File: src/rtl/trig_dly_pkg.sv
`default_nettype none
// ============================================================================
//  Module      : trig_dly_pkg
//  Description : Shared defaults and helpers for the multi-channel trigger
//                delay / pulse stretcher (trig_delay_stretch, trig_dly_chan).
//                  DEF_*      default parameter values
//                  clamp_dly  limits a requested delay to the deepest tap
//                  popcount   counts set bits of a (zero-extended) vector
//  Revision    : 1.0  initial release
// ============================================================================
package trig_dly_pkg;

    localparam int DEF_N_CH    = 8;
    localparam int DEF_MAX_DLY = 15;
    localparam int DEF_DLY_W   = 4;
    localparam int DEF_WID_W   = 4;
    localparam int DEF_CNT_W   = 16;

    function automatic int clamp_dly(input int sel, input int max_dly);
        return (sel > max_dly) ? max_dly : sel;
    endfunction

    function automatic int popcount(input logic [63:0] v);
        int n;
        n = 0;
        for (int b = 0; b < 64; b++) begin
            n += int'(v[b]);
        end
        return n;
    endfunction

endpackage
`default_nettype wire

File: src/rtl/trig_dly_chan.sv
`default_nettype none
// ============================================================================
//  Module      : trig_dly_chan
//  Description : One trigger channel: rising-edge detect, delay pipe with a
//                runtime tap select, and a pulse stretch counter.
//  Ports       : clk, rst_n        clock / async active-low reset
//                trig_in           trigger level
//                enable, veto      edge insertion gate / synchronous flush
//                retrig_en         1 = reload width on a delayed edge during a
//                                  pulse, 0 = discard that edge (flag drop)
//                dly_act, wid_act  frozen delay tap and pulse width
//                trig_out          registered stretched pulse
//                active            event in the pipe or pulse in progress
//                drop              combinational: an event is discarded this cycle
//  Revision    : 1.0  initial release
// ============================================================================
module trig_dly_chan
    import trig_dly_pkg::*;
#(
    parameter int MAX_DLY = DEF_MAX_DLY,
    parameter int DLY_W   = DEF_DLY_W,
    parameter int WID_W   = DEF_WID_W
) (
    input  logic             clk,
    input  logic             rst_n,
    input  logic             trig_in,
    input  logic             enable,
    input  logic             veto,
    input  logic             retrig_en,
    input  logic [DLY_W-1:0] dly_act,
    input  logic [WID_W-1:0] wid_act,
    output logic             trig_out,
    output logic             active,
    output logic             drop
);

    logic               trig_q, trig_d;
    logic [MAX_DLY:0]   pipe_q, pipe_d;
    logic [WID_W-1:0]   cnt_q, cnt_d;
    logic               trig_out_q, trig_out_d;
    logic               edge_det;
    logic               dlyd;

    always_comb begin
        trig_d   = trig_in;
        edge_det = trig_in & ~trig_q & enable & ~veto;
        pipe_d   = {pipe_q[MAX_DLY-1:0], edge_det};

        // Tap mux written as a compare loop so dly_act may be wider than the
        // tap index without reading past the pipe.
        dlyd = 1'b0;
        for (int j = 0; j <= MAX_DLY; j++) begin
            if (dly_act == DLY_W'(j)) begin
                dlyd = pipe_q[j];
            end
        end

        cnt_d = cnt_q;
        drop  = 1'b0;
        if (cnt_q != '0) begin
            cnt_d = cnt_q - WID_W'(1);
        end
        // cnt_q == 1 is still an active pulse, so an edge there is a
        // retrigger (or a drop), not a fresh start.
        if (dlyd) begin
            if ((cnt_q == '0) || retrig_en) begin
                cnt_d = wid_act;
            end else begin
                drop = 1'b1;
            end
        end

        // Veto wipes everything in flight; a discard in the same cycle is
        // not counted because the event is flushed anyway.
        if (veto) begin
            pipe_d = '0;
            cnt_d  = '0;
            drop   = 1'b0;
        end

        trig_out_d = (cnt_d != '0);
    end

    always_ff @(posedge clk or negedge rst_n) begin
        if (!rst_n) begin
            trig_q     <= 1'b0;
            pipe_q     <= '0;
            cnt_q      <= '0;
            trig_out_q <= 1'b0;
        end else begin
            trig_q     <= trig_d;
            pipe_q     <= pipe_d;
            cnt_q      <= cnt_d;
            trig_out_q <= trig_out_d;
        end
    end

    assign trig_out = trig_out_q;
    assign active   = (|pipe_q) | (cnt_q != '0);

endmodule
`default_nettype wire

File: src/rtl/trig_delay_stretch.sv
`default_nettype none
// ============================================================================
//  Module      : trig_delay_stretch
//  Description : Multi-channel trigger delay and pulse stretcher. Each channel
//                delays rising edges by a programmable tap and stretches them
//                into pulses of programmable width; discarded retriggers are
//                counted in a saturating counter.
//  Ports       : clk, rst_n   clock / async active-low reset
//                trig_in      [N_CH]  trigger levels
//                enable       accept new edges
//                veto         synchronous flush of all channels
//                retrig_en    extend (1) or drop (0) on retrigger
//                dly_sel      [DLY_W] requested delay, clamped to MAX_DLY
//                width        [WID_W] requested pulse width, 0 means 1
//                trig_out     [N_CH]  delayed, stretched pulses
//                busy         any channel has work in flight
//                drop_cnt     [CNT_W] saturating dropped-event count
//  Revision    : 1.0  initial release
// ============================================================================
module trig_delay_stretch
    import trig_dly_pkg::*;
#(
    parameter int N_CH    = DEF_N_CH,
    parameter int MAX_DLY = DEF_MAX_DLY,
    parameter int DLY_W   = DEF_DLY_W,
    parameter int WID_W   = DEF_WID_W,
    parameter int CNT_W   = DEF_CNT_W
) (
    input  logic             clk,
    input  logic             rst_n,
    input  logic [N_CH-1:0]  trig_in,
    input  logic             enable,
    input  logic             veto,
    input  logic             retrig_en,
    input  logic [DLY_W-1:0] dly_sel,
    input  logic [WID_W-1:0] width,
    output logic [N_CH-1:0]  trig_out,
    output logic             busy,
    output logic [CNT_W-1:0] drop_cnt
);

    localparam int SUM_W = CNT_W + 8;

    logic [DLY_W-1:0] dly_act_q, dly_act_d;
    logic [WID_W-1:0] wid_act_q, wid_act_d;
    logic [CNT_W-1:0] drop_cnt_q, drop_cnt_d;
    logic [N_CH-1:0]  chan_active;
    logic [N_CH-1:0]  chan_drop;
    logic [SUM_W-1:0] drop_sum;

    for (genvar i = 0; i < N_CH; i++) begin : g_chan
        trig_dly_chan #(
            .MAX_DLY (MAX_DLY),
            .DLY_W   (DLY_W),
            .WID_W   (WID_W)
        ) u_chan (
            .clk       (clk),
            .rst_n     (rst_n),
            .trig_in   (trig_in[i]),
            .enable    (enable),
            .veto      (veto),
            .retrig_en (retrig_en),
            .dly_act   (dly_act_q),
            .wid_act   (wid_act_q),
            .trig_out  (trig_out[i]),
            .active    (chan_active[i]),
            .drop      (chan_drop[i])
        );
    end

    assign busy = |chan_active;

    always_comb begin
        // Config only follows the inputs while idle, so an event already in
        // a pipe always leaves through the tap it entered with.
        if (busy) begin
            dly_act_d = dly_act_q;
            wid_act_d = wid_act_q;
        end else begin
            dly_act_d = DLY_W'(clamp_dly(int'(dly_sel), MAX_DLY));
            wid_act_d = (width == '0) ? WID_W'(1) : width;
        end

        // Extra headroom bits make overflow visible before clamping.
        drop_sum = SUM_W'(drop_cnt_q) + SUM_W'(popcount(64'(chan_drop)));
        if (drop_sum[SUM_W-1:CNT_W] != '0) begin
            drop_cnt_d = '1;
        end else begin
            drop_cnt_d = drop_sum[CNT_W-1:0];
        end
    end

    always_ff @(posedge clk or negedge rst_n) begin
        if (!rst_n) begin
            dly_act_q  <= '0;
            wid_act_q  <= WID_W'(1);
            drop_cnt_q <= '0;
        end else begin
            dly_act_q  <= dly_act_d;
            wid_act_q  <= wid_act_d;
            drop_cnt_q <= drop_cnt_d;
        end
    end

    assign drop_cnt = drop_cnt_q;

endmodule
`default_nettype wire

File: config.mk
export PLATFORM = sky130hd
export DESIGN_NAME = trig_delay_stretch
export DESIGN_NICKNAME = d
export VERILOG_FILES = /design/src/rtl/trig_dly_pkg.sv /design/src/rtl/trig_dly_chan.sv /design/src/rtl/trig_delay_stretch.sv
export SDC_FILE = /design/constraint.sdc
export NUM_CORES = 1
export LEC_CHECK = 0
export ABC_AREA = 1
export ABC_CLOCK_PERIOD_IN_PS = 6160
export BUFFER_PORTS_ARGS = -buffer_cell sky130_fd_sc_hd__buf_2
export CORE_MARGIN = 2
export CORE_UTILIZATION = 60
export CTS_BUF_LIST = sky130_fd_sc_hd__clkbuf_16
export DETAILED_ROUTE_END_ITERATION = 8
export MAX_ROUTING_LAYER = met4
export PLACE_DENSITY = 0.81
export REMOVE_ABC_BUFFERS = 1
export SLEW_MARGIN = 30
export SYNTH_ARGS = -nofsm -noshare
export SYNTH_HDL_FRONTEND = slang
export SYNTH_SLANG_ARGS = --single-unit
File: constraint.sdc
create_clock -name clk -period 6.16 [get_ports clk]
set_clock_uncertainty 0.05 [all_clocks]
set_input_delay 0.308 -clock clk [delete_from_list [all_inputs] [get_ports clk]]
set_output_delay 0.308 -clock clk [all_outputs]
set_load 0.01 [all_outputs]
==> qor.csv <==
metric;value;unit
outcome;finished clean;
complex-gate fraction of the synthesized area;0.0474;
post-synth cell types;37;
Rows;47;
Area contributors post-synth;dfrtp_1, nand2_1, inv_1, nor2_1, nand3_1;
antenna violations before repair;0;
GRT Overall Usage;0.293;
xor-xnor portion of the synthesized cell area;0.0192;
CP dominant cell by count;nand2_1;
Yosys reg bits;200;
Switching Power;1.54;mW
DR vias;8470;
endpoints failing hold;0;
Int Power;2.58;mW
final worst slack;0.385;ns
cts bufs inserted;17;
Num Clock Sinks;200;
CP peak stage delay;0.55;ns
Final nets;1384;
Combinational Power Share;0.357;
Area Overhead vs Synth;12.2;%
relative slew slack;0.465;
combinational family with the most area after synthesis;simple AND/OR/NAND/NOR gates;
Seq/Total Area, Yosys;0.499;
EDFF count, synth;0;
post-synth top area share;0.496;
Mapped Avg Cell Area;7.81;um2
mapped cell area;10000;um2
Root Buffer;clkbuf_16;
Post-Synth Adder-Cell Area;0.0274;
grt total ovfl;0;
power share of the clock group;0.272;
CTS tree;yes;
total die area;17800;um2
GP Congestion;0.958;
Max Cap Viol;0;
Yosys top cell by area;dfrtp_1;
Lkg Pwr;5.86;nW
simple logic cell fraction of the synthesized area;0.294;
hpwl dp;17200;um
postcts setup bufs;0;
critical path peak fanout;15;
Hold Crit Class;in2reg;
placed cell count;1533;
Iter 0 DRT Violations;965;
fraction of registers with async set/reset;1.00;
Ant. Diodes;0;
WL per Instance;15.4;um
switching share of total power;0.373;
Reg power frac;0.371;
CP endpoint kind;register;
cell area after layout;11300;um2
Boundary Pins;46;
ANT nets after route;0;
Chip Width;133;um
DR pass1 iterations;6;
Peak Freq;0.173;GHz
Least-Margin Pin Slew;0.803;ns
vias in the first global route;7963;
PD cells;366;nW/um2
DP Worst Slack;0.271;ns
placed cell areas;10500;um2
Worst path slowest cell;fa_1;
Remaining DRCs;0;
Post-synth top cells;nand2_1, inv_1, dfrtp_1;
period utilization;0.938;
Bufs on Longest Clock Path;2;
first-pass GRT wire length;39600;um
Worst Path Buf+Inv;7;
Reg clk slew, reported paths;0.07;ns
Max Slew Vio Count;0;
worst vdd rail ir drop;213;uV
CP arrival;6.09;ns
Die Y-Extent;133;um
fraction of layout cells with a size suffix above 1;0.0936;
final setup fails;0;
setup tns final;0;ns
yosys warns;0;
Final Non-Filler Cells;1577;
H-tree depth;4;
Initial Utilization;0.609;
CP delay by family, top;simple AND/OR/NAND/NOR gates;
Final Critical Period;5.78;ns
CP Class;reg2reg;
Setup crit start kind;register;
Clock Latency Late Sink;0.43;ns
most common cell in the netlist;nand2_1;
core footprint;16500;um2
Gate Count Post-Synth;1285;
Critical Path RT;6.48;ns
fillcell total;1319;
number of vias per cell;5.37;
largest net degree at the start of global routing;132;
count of input and output buffers;45;
mux contribution to synthesized area;0;
Top FF cell, synth;dfrtp_1;
final wirelength;24200;um
==> cell families (layout without fill, tap and decap cells) <==
| family | Yosys count | count (layout) |
|---|---|---|
| adders and majority gates | 19 | 19 |
| and+or+nand+nor | 660 | 660 |
| AOI/OAI and AO/OA | 89 | 89 |
| DFF | 200 | 200 |
| xor gates and xnor gates | 22 | 22 |
| buffers and inverters | 295 | 367 |
==> worst paths after layout <==
kind | start | endpoint | slack, ns | depth (start not counted)
worst max-delay path | dly_act_q[0]$_DFFE_PN0N_ | drop_cnt[15]$_DFF_PN0_ | 0.38 | 30
min in group asynchronous | rst_n | g_chan[6].u_chan.pipe_q[4]$_DFF_PN0_ | 0.31 | 2
worst min register to register | g_chan[7].u_chan.trig_q$_DFF_PN0_ | g_chan[7].u_chan.pipe_q[0]$_DFF_PN0_ | 0.35 | 1
worst max register to register | dly_act_q[0]$_DFFE_PN0N_ | drop_cnt[15]$_DFF_PN0_ | 0.38 | 30
worst min-delay path | width[3] | wid_act_q[3]$_DFFE_PN0N_ | 0.04 | 3
max in group asynchronous | rst_n | dly_act_q[1]$_DFFE_PN0N_ | 4.81 | 3
==> metal layers <==
metal  part of all wire  GRT usage  vias to the layer above
met5                  0          -                        -
met1               0.44      0.413                     3972
met2               0.45      0.425                      338
met3              0.078     0.0616                       51
li1                   -          -                     4109
met4              0.026      0.103                        0
==> sequential cells by signal, indices dropped and copies added (netlist names) <==
| signal | flops |
|---|---|
| g_chan.u_chan.pipe_q | 128 |
| g_chan.u_chan.cnt_q | 32 |
| drop_cnt | 16 |
| g_chan.u_chan.trig_out | 8 |
| g_chan.u_chan.trig_q | 8 |
| dly_act_q | 4 |
| wid_act_q | 4 |
==> power by group through the flow <==
stage | registers (mW) | clock network, mW | logic (mW)
after detailed placement | 1.55 | 0 | 1.42
after global routing | 1.54 | 1.19 | 1.67
after global placement | 1.55 | 0 | 1.39
after CTS | 1.53 | 1.13 | 1.45
final | 1.53 | 1.12 | 1.47
after floorplan | 1.55 | 0 | 1.05
==> cell usage in the layout, fill, tap and decap left out, drive strengths merged, types with 14 or more instances in the layout <==
master	Yosys	final
nand2	274	274
inv	263	269
dfrtp	199	199
nor2	175	175
nand3	113	113
buf	19	61
o21ai	46	46
nand4	34	34
a21oi	30	30
nor4	28	28
xor2	19	19
clkbuf	13	17
nor3	17	17
ha	14	14
==> repair_timing <==
action / in CTS / in global routing
gates resized for setup: 0 / 6
hold buffers: 10 / 1
hold endpoints to repair: 9 / 43
setup endpoints to repair: 0 / 15
==> cell type report <==
| class | instances | area (um2) | share of cell area |
|---|---|---|---|
| sequential | 200 | 5010 | 0.445 |
| clock inverter | 15 | 159 | 0.0141 |
| timing repair buffer | 72 | 492 | 0.0437 |
| multi-input combinational | 790 | 3910 | 0.347 |
| inverter | 263 | 987 | 0.0877 |
| tap | 220 | 275 | 0.0245 |
| clock buffer | 17 | 425 | 0.0378 |
==> worst min-delay path, stage by stage <==
cell     delay [ns]
buf_2          0.09
nand2_1        0.05
nand2_1        0.05
==> per-stage QoR <==
step | hold slack, ns | utilization | total power, mW
floorplan | -0.0376 | - | 2.60
global route | 0.0629 | 0.684 | 4.40
finish | 0.0445 | 0.684 | 4.12
detailed placement | 0.344 | 0.638 | 2.98
global placement | 0.339 | 0.638 | 2.93
CTS | 0.0362 | 0.680 | 4.11
(Power assumes the default switching activity.)
